## config.mk

```make
export PLATFORM = sky130hd
export DESIGN_NAME = secded_dec64_pipe
export DESIGN_NICKNAME = d
export VERILOG_FILES = /design/src/rtl/secded64_pkg.sv /design/src/rtl/secded64_syn_class.sv /design/src/rtl/secded_dec64_pipe.sv
export SDC_FILE = /design/constraint.sdc
export NUM_CORES = 1
export LEC_CHECK = 0
export CORE_MARGIN = 2
export CORE_UTILIZATION = 45
export CTS_CLUSTER_DIAMETER = 120
export DETAILED_ROUTE_END_ITERATION = 10
export PLACE_DENSITY_LB_ADDON = 0.12
export SLEW_MARGIN = 20
export SYNTH_ARGS = -nofsm -noshare
export SYNTH_HDL_FRONTEND = slang
export SYNTH_SLANG_ARGS = --single-unit
export TNS_END_PERCENT = 30
```

## constraint.sdc

```tcl
create_clock -name clk -period 16.6 [get_ports clk]
set_input_delay 1.66 -clock clk [delete_from_list [all_inputs] [get_ports clk]]
set_output_delay 1.66 -clock clk [all_outputs]
set_load 0.02 [all_outputs]
```

## src/rtl/secded64_pkg.sv

```systemverilog
// Shared SECDED(72,64) definitions: Hsiao H-matrix, widths, check-bit function.
// Used by the encoder and by the pipelined decoder.
package secded64_pkg;

    localparam int DATA_W = 64;
    localparam int CHK_W  = 8;
    localparam int CW_W   = 72;

    // One odd-weight column per data bit: 56 weight-3 columns, then 8 weight-5.
    localparam logic [CHK_W-1:0] H_COL [0:DATA_W-1] = '{
        8'h07, 8'h0B, 8'h0D, 8'h0E, 8'h13, 8'h15, 8'h16, 8'h19,
        8'h1A, 8'h1C, 8'h23, 8'h25, 8'h26, 8'h29, 8'h2A, 8'h2C,
        8'h31, 8'h32, 8'h34, 8'h38, 8'h43, 8'h45, 8'h46, 8'h49,
        8'h4A, 8'h4C, 8'h51, 8'h52, 8'h54, 8'h58, 8'h61, 8'h62,
        8'h64, 8'h68, 8'h70, 8'h83, 8'h85, 8'h86, 8'h89, 8'h8A,
        8'h8C, 8'h91, 8'h92, 8'h94, 8'h98, 8'hA1, 8'hA2, 8'hA4,
        8'hA8, 8'hB0, 8'hC1, 8'hC2, 8'hC4, 8'hC8, 8'hD0, 8'hE0,
        8'h1F, 8'h2F, 8'h37, 8'h3B, 8'h3D, 8'h3E, 8'h4F, 8'h57
    };

    // S1 -> S2 bundle: data as received plus its syndrome
    typedef struct packed {
        logic [DATA_W-1:0] data;
        logic [CHK_W-1:0]  syn;
    } s1_t;

    // S2 -> output bundle: corrected data and status
    typedef struct packed {
        logic [DATA_W-1:0] data;
        logic              ce;
        logic              ue;
        logic [6:0]        err_pos;
        logic [CHK_W-1:0]  syn;
    } s2_t;

    function automatic logic [CHK_W-1:0] calc_chk(input logic [DATA_W-1:0] data);
        logic [CHK_W-1:0] c;
        c = '0;
        for (int j = 0; j < DATA_W; j++) begin
            if (data[j]) c = c ^ H_COL[j];
        end
        return c;
    endfunction

endpackage

```

## src/rtl/secded64_syn_class.sv

```systemverilog
// Syndrome classifier: clean / data-bit CE / check-bit CE / UE.
// Purely combinational; produces the data flip mask for correction.
module secded64_syn_class
    import secded64_pkg::*;
(
    input  logic [CHK_W-1:0]  syn,
    output logic              ce,
    output logic              ue,
    output logic [6:0]        err_pos,
    output logic [DATA_W-1:0] flip
);

    // Match the syndrome against check-bit and data-bit columns of H
    always_comb begin
        ce      = 1'b0;
        ue      = 1'b0;
        err_pos = '0;
        flip    = '0;
        if (syn != '0) begin
            for (int k = 0; k < CHK_W; k++) begin
                if (syn == 8'(1 << k)) begin
                    ce      = 1'b1;
                    err_pos = 7'(DATA_W + k);
                end
            end
            for (int j = 0; j < DATA_W; j++) begin
                if (syn == H_COL[j]) begin
                    ce      = 1'b1;
                    err_pos = 7'(j);
                    flip[j] = 1'b1;
                end
            end
            ue = !ce;
        end
    end

endmodule

```

## src/rtl/secded_dec64_pipe.sv

```systemverilog
// Two-stage pipelined SECDED(72,64) decoder with valid/ready on both sides,
// saturating CE/UE counters and a sticky first-error log.
module secded_dec64_pipe
    import secded64_pkg::*;
#(
    parameter int CNT_W = 16
)
(
    input  logic              clk,
    input  logic              rst,
    input  logic [CW_W-1:0]   IN,
    input  logic              IN_VALID,
    output logic              IN_READY,
    output logic [DATA_W-1:0] OUT,
    output logic              OUT_VALID,
    input  logic              OUT_READY,
    output logic              CE,
    output logic              UE,
    output logic [6:0]        ERR_POS,
    output logic [CHK_W-1:0]  SYN,
    input  logic              CLR,
    output logic [CNT_W-1:0]  CE_CNT,
    output logic [CNT_W-1:0]  UE_CNT,
    output logic              LOG_VALID,
    output logic [CHK_W-1:0]  LOG_SYN,
    output logic              LOG_UE
);

    s1_t               s1;
    s2_t               s2;
    logic              s1_valid;
    logic              s2_valid;
    logic              s1_load;
    logic              s2_load;
    logic              hs;
    logic              c_ce;
    logic              c_ue;
    logic [6:0]        c_pos;
    logic [DATA_W-1:0] c_flip;

    assign s2_load  = !s2_valid || OUT_READY;
    assign s1_load  = !s1_valid || s2_load;
    assign IN_READY = s1_load;
    assign hs       = s2_valid && OUT_READY;

    secded64_syn_class u_class (
        .syn     (s1.syn),
        .ce      (c_ce),
        .ue      (c_ue),
        .err_pos (c_pos),
        .flip    (c_flip)
    );

    // S1: capture the received data and its syndrome
    always_ff @(posedge clk or posedge rst) begin
        if (rst) begin
            s1_valid <= 1'b0;
            s1       <= '0;
        end else if (s1_load) begin
            s1_valid <= IN_VALID;
            if (IN_VALID) begin
                s1.data <= IN[DATA_W-1:0];
                s1.syn  <= calc_chk(IN[DATA_W-1:0]) ^ IN[CW_W-1:DATA_W];
            end
        end
    end

    // S2: apply the correction and register status; holds while stalled
    always_ff @(posedge clk or posedge rst) begin
        if (rst) begin
            s2_valid <= 1'b0;
            s2       <= '0;
        end else if (s2_load) begin
            s2_valid <= s1_valid;
            if (s1_valid) begin
                s2.data    <= s1.data ^ c_flip;
                s2.ce      <= c_ce;
                s2.ue      <= c_ue;
                s2.err_pos <= c_pos;
                s2.syn     <= s1.syn;
            end
        end
    end

    assign OUT       = s2.data;
    assign OUT_VALID = s2_valid;
    assign CE        = s2.ce;
    assign UE        = s2.ue;
    assign ERR_POS   = s2.err_pos;
    assign SYN       = s2.syn;

    // Count and log errors once per delivered word; clear takes priority
    always_ff @(posedge clk or posedge rst) begin
        if (rst) begin
            CE_CNT    <= '0;
            UE_CNT    <= '0;
            LOG_VALID <= 1'b0;
            LOG_SYN   <= '0;
            LOG_UE    <= 1'b0;
        end else if (CLR) begin
            CE_CNT    <= '0;
            UE_CNT    <= '0;
            LOG_VALID <= 1'b0;
            LOG_SYN   <= '0;
            LOG_UE    <= 1'b0;
        end else if (hs) begin
            if (s2.ce && (CE_CNT != '1)) CE_CNT <= CE_CNT + CNT_W'(1);
            if (s2.ue && (UE_CNT != '1)) UE_CNT <= UE_CNT + CNT_W'(1);
            if ((s2.ce || s2.ue) && !LOG_VALID) begin
                LOG_VALID <= 1'b1;
                LOG_SYN   <= s2.syn;
                LOG_UE    <= s2.ue;
            end
        end
    end

endmodule

```

==> results.ini, run 1 <==
[power]
p_leak_nw = 5.49
finalPower_mw = 1.96
peakVddDrop_uv = 84.8
power_density_nw_per_um2 = 139

[sta]
worstMarginPinSlew_ps = 1070
min_period_over_period_pct = 27.8
finalMaxSlewViolations = 0
clock.fmax_mhz = 216
hold-worst-slack_ps = 473
fin_setup_tns_ps = 0
finalSetupViolations = 0
hold_violations = 0
rsz0062_at_grt = no
final.min_clock_period_ps = 4620
fin_skew_ps = 15.7
slew_headroom_pct = 28.5

[final_layout]
final_common_cell = clkdlybuf4s50_1
final_cell_mix = 201 x clkdlybuf4s50_1, 197 x dfrtp_1, 179 x nand2_1, 148 x xnor2_1, 94 x o21ai_0
final_util_pct = 56.6
final_layout_size_suffix_gt1_share_pct = 10.6
antennaDiodeCount = 0
area_growth_pct = 24.6
fin_area_sq_um = 14100
fin_nets = 1402

[floorplanning]
dieArea_sq_um = 26400
die_w_um = 162
rows = 58
core-area_sq_um = 24900
num_io_pins = 202
die_y_um = 162
start_util_pct = 45.4

[setup_path]
crit_path_start_kind = input port
r2r_cells = 8
slowest_delay_ps = 620
crit_chain = clkdlybuf4s50_1, nand3b_1, clkdlybuf4s50_1
end_kind = output pin
critPathSlowestCell = clkdlybuf4s50_1
cpLargestDelayFamily = buffers and inverters
crit_type = input port to output pin
path_buf_inv = 2
crit_required_ps = 14940
crit_arrival_ps = 2960
crit_top_cell = clkdlybuf4s50_1
crit_fanout = 4
path_depth = 3

[clock_tree]
post_cts_buffers = 0
root_buffer = clkbuf_16
cts_made_buffers = 17
clk_pin_slew_ps = 70
ctsHoldBuffers = 0
cts_buffer_depth = 2
cts.sinks = 197
clk_latency_ps = 450
cts_tree = done
post_cts_resized = 0
htree_levels = 4

[logic_synthesis]
synth-seq-cells = 197
synth_edf_count = 0
synth_cells = 1151
ys_types = 80
synth_nets = 1230
async_flop_share_pct = 100
synth_top_cell_area_share_pct = 43.6
yosysTopAreaCell = dfrtp_1
synth_area_leaders = dfrtp_1 44%, xnor2_1 11%, xor2_1 7.1%
yosysSeqAreaShare_pct = 43.6
syn-cell-area_sq_um = 11300
ys.flop_type = dfrtp_1
ys_warn_count = 0
syn_avg_cell_area_sq_um = 9.82

[worst_hold_path]
hp-class = flip-flop to flip-flop
whs_path_depth = 2

[global_routing]
grt.met2_usage_pct = 41.4
grt-busiest-layer = met2
use_met3_pct = 4.63
antenna_found_initial = 0
grt_pass1_vias = 8816
overflow = 0
grt_usage_pct = 25.5
grt_pass1_wl_um = 51100
grt_max_degree = 123
grt_use_met1_pct = 34.3

[routing]
drc_errors = 0
drt_iter0_markers = 859
vias = 9004
firstDrtPassIters = 5
wire_per_inst_um = 20.0
wirelength_um = 33400
antenna_left = 0
viasPerCell = 5.41

[outcome]
status = finished clean

[place]
post_dp_cell_area_sq_um = 13500
port_buffers = 201
dp.final_hpwl_um = 24100
place_congestion = 0.948

[job]
cap_violations = 0

==> routing by layer <==
layer | part of all wire (%) | up-vias
li1 | - | 4249
met1 | 45 | 4357
met2 | 47 | 332
met3 | 5.8 | 66
met4 | 3.0 | 0
met5 | 0 | -
==> cell usage after synthesis, drive strengths merged (18+ instances only) <==
cell    instances
clkbuf         28
buf            37
dfrtp         197
a21oi          22
xnor2         148
o21ai         104
nand3          18
xor2           91
mux2           64
nor3           19
nand2         182
nor2           73
nand4          18
==> where the power goes <==
group	internal (mW)	leakage (nW)	total (mW)	switching (mW)
Sequential	0.571	2.45	0.644	0.0730
Combinational	0.361	2.75	0.898	0.537
Clock	0.206	0.289	0.423	0.217
Total	1.14	5.49	1.96	0.827
==> stage by stage <==
step           worst slack, ps  cells
2_1_floorplan             9570   1151
3_3_place_gp             11990   1634
3_5_place_dp             11980   1634
4_1_cts                  11970   1665
5_1_grt                  11910   1665
6_report                 11980   1665
==> final timing paths <==
path	start	endpoint	slack, ps
min in group asynchronous	rst	OUT[54]	1740
min	OUT[1]	OUT[1]	470
max reg2reg	s1[7]	CE	13510
max in group asynchronous	rst	s1[1]	13360
min reg2reg	OUT[1]	OUT[1]	470
max	OUT_READY	IN_READY	11980
==> final cells by class <==
cell class                      count  area, sq um
Sequential cell                   197         4930
Clock inverter                     13          151
Clock buffer                       18          439
Tap cell                          330          413
Timing Repair Buffer              218         2140
Multi-Input combinational cell    878         5970
Inverter                           11         48.8
Fill cell                        2244        10800
==> sequential cells by signal, indices dropped and copies added (netlist names) <==
| signal | cells |
|---|---|
| s1 | 72 |
| OUT | 64 |
| CE_CNT | 16 |
| UE_CNT | 16 |
| LOG_SYN | 8 |
| SYN | 8 |
| ERR_POS | 7 |
| CE | 1 |
| LOG_UE | 1 |
| LOG_VALID | 1 |
| OUT_VALID | 1 |
| UE | 1 |
| s1_valid | 1 |
==> worst register-to-register path, stage by stage, from the launching register on <==
cell       delay, ps
dfrtp_1          990
nor4b_1          180
buf_4            230
and3_1           260
o41ai_2          240
o2111ai_1        220
nor4_1           400
nand4_1          210
a22o_1           240
==> cell families (layout without fill, tap and decap cells) <==
family,after synthesis,in the layout,share of synthesized area [%]
adders and majority gates,2,2,0.221
and+or+nand+nor,390,390,17.0
DFF,197,197,43.6
xor gates and xnor gates,239,239,18.5
AOI/OAI and AO/OA,170,170,9.29
buffers and inverters,76,260,3.80
muxes,77,77,7.53
No activity file was read; power rests on OpenSTA's default activity.
==> inputs of run 2 (changes only) <==
==> constraint.sdc (replaced) <==
create_clock -name clk -period 4.29 [get_ports clk]
set_input_delay 0.429 -clock clk [delete_from_list [all_inputs] [get_ports clk]]
set_output_delay 0.429 -clock clk [all_outputs]
set_load 0.02 [all_outputs]
==> results.ini, run 2 (same netlist as run 1, synthesis figures left out) <==
[setup_path]
r2r_setup_slack_ps = 1220  ; -12,290 ps
crit_fanout = 16  ; +12
startpoint = s1[4]
crit_required_ps = 4620  ; -10,320 ps
crit_type = flip-flop to flip-flop
crit_path_start_kind = flip-flop
rr_startpoint = s1[4]
end_kind = flip-flop
crit_arrival_ps = 3400  ; +440 ps

[routing]
wirelength_um = 35500  ; +6.3%
antenna_left = 0  ; unchanged
vias = 9179  ; +1.9%
firstDrtPassIters = 6  ; +1
drc_errors = 0  ; unchanged
viasPerCell = 5.50  ; +1.8%
drt_iter0_markers = 836  ; -2.7%
wire_per_inst_um = 21.3  ; +6.1%

[sta]
slew_headroom_pct = 23.6  ; -4.9 points
worstMarginPinSlew_ps = 1130  ; +63.2 ps
clock.fmax_mhz = 326
min_period_over_period_pct = 71.5
finalSetupViolations = 0  ; unchanged
finalMaxSlewViolations = 0  ; unchanged
rsz0062_at_grt = no
finalWorstSetupSlack_ps = 1220  ; -10,760 ps
fin_skew_ps = 19.7  ; +4.03 ps
fin_setup_tns_ps = 0  ; unchanged
final.min_clock_period_ps = 3070
hold_violations = 0  ; unchanged

[global_routing]
grt_max_degree = 103  ; -16%
antenna_found_initial = 0  ; unchanged
grt_pass1_wl_um = 54800  ; +7.3%
grt_pass1_vias = 9188  ; +4.2%
overflow = 0  ; unchanged
grt_usage_pct = 27.6  ; +2.1 points

[clock_tree]
post_cts_resized = 0  ; unchanged
ctsHoldBuffers = 0  ; unchanged
cts.sinks = 197  ; unchanged
post_cts_buffers = 0  ; unchanged
cts_made_buffers = 17  ; unchanged
cts_buffer_depth = 2  ; unchanged
htree_levels = 4  ; unchanged
root_buffer = clkbuf_16
cts_tree = done
clk_pin_slew_ps = 80  ; about the same
clk_latency_ps = 460  ; about the same

[power]
peakVddDrop_uv = 271  ; +220%
power_density_nw_per_um2 = 543  ; +290%
p_leak_nw = 5.51  ; +0.22%

[floorplanning]
rows = 58  ; unchanged
start_util_pct = 45.4  ; unchanged
dieArea_sq_um = 26400  ; unchanged
die_w_um = 162  ; unchanged
num_io_pins = 202  ; unchanged
die_y_um = 162  ; unchanged
core-area_sq_um = 24900  ; unchanged

[final_layout]
area_growth_pct = 24.9
top_register = s1
final_cell_mix = 201 x clkdlybuf4s50_1, 197 x dfrtp_1, 179 x nand2_1, 148 x xnor2_1, 94 x o21ai_0
final_common_cell = clkdlybuf4s50_1
final_util_pct = 56.7  ; +0.14 points
fin_nets = 1404  ; +0.14%
largest_reg_flops = 72  ; unchanged
final_layout_size_suffix_gt1_share_pct = 10.7  ; +0.051 points
antennaDiodeCount = 0  ; unchanged

[outcome]
status = finished clean

[place]
place_congestion = 0.958  ; +1.0%
port_buffers = 201  ; unchanged
post-place-ws_ps = 1320  ; -10,660 ps
dp.final_hpwl_um = 26700  ; +11%

[job]
cap_violations = 0  ; unchanged

[worst_hold_path]
hp-class = input port to async pin

-- run 2: area by class of cell --
| cell class | count | area, sq um |
|---|---|---|
| fillers | 2187 | 10800 |
| well taps | 330 | 413 |
| inverters | 11 | 45.0 |
| flip-flops and latches | 197 | 4930 |
| clock inverters | 13 | 149 |
| repair buffers | 220 | 2180 |
| clock buffers | 19 | 443 |
| multi-input cells | 878 | 5960 |
-- run 2: worst paths after layout --
check	end	cells after the start
max	UE	8
min	CE_CNT[2]	2
max reg2reg	UE	8
min reg2reg	OUT[3]	2
max in group asynchronous	OUT[11]	3
min in group clk	OUT[3]	2
-- run 2: worst max-delay path, stage by stage, from the launching register on --
cell and delay (ps):
dfrtp_1 760, buf_4 340, nand2b_1 260, nor3_1 830, nand2_1 240, o2111ai_1 220, nor4_1 120, nand4_1 110
o21ai_1 70
-- run 2: metrics by stage --
stage | hold slack, ps | power (mW) | instance area (sq um) | std cells
finish | 236 | 7.67 | 14100 | 1668
global route | 247 | 8.07 | 14100 | 1668
floorplan | 471 | 4.83 | 11300 | 1151
CTS | 233 | 7.66 | 14100 | 1668
detailed placement | 471 | 5.99 | 13500 | 1636
global placement | 463 | 5.99 | 13500 | 1636
-- run 2: routing by layer --
| metal | GRT usage, % | vias to the layer above | routed length (um) |
|---|---|---|---|
| met5 | 0 | - | 0 |
| met4 | 10.2 | 0 | 1120 |
| met3 | 4.61 | 71 | 2020 |
| met2 | 45.2 | 356 | 16600 |
| met1 | 37.0 | 4504 | 15700 |
| li1 | - | 4248 | - |
-- run 2: where the power goes --
part / switching (mW) / leakage, nW / total (mW) / internal (mW)
combinational: 1.91 / 2.76 / 3.31 / 1.40
sequential: 0.480 / 2.45 / 2.69 / 2.21
clock: 0.872 / 0.289 / 1.68 / 0.804
total: 3.26 / 5.51 / 7.67 / 4.41
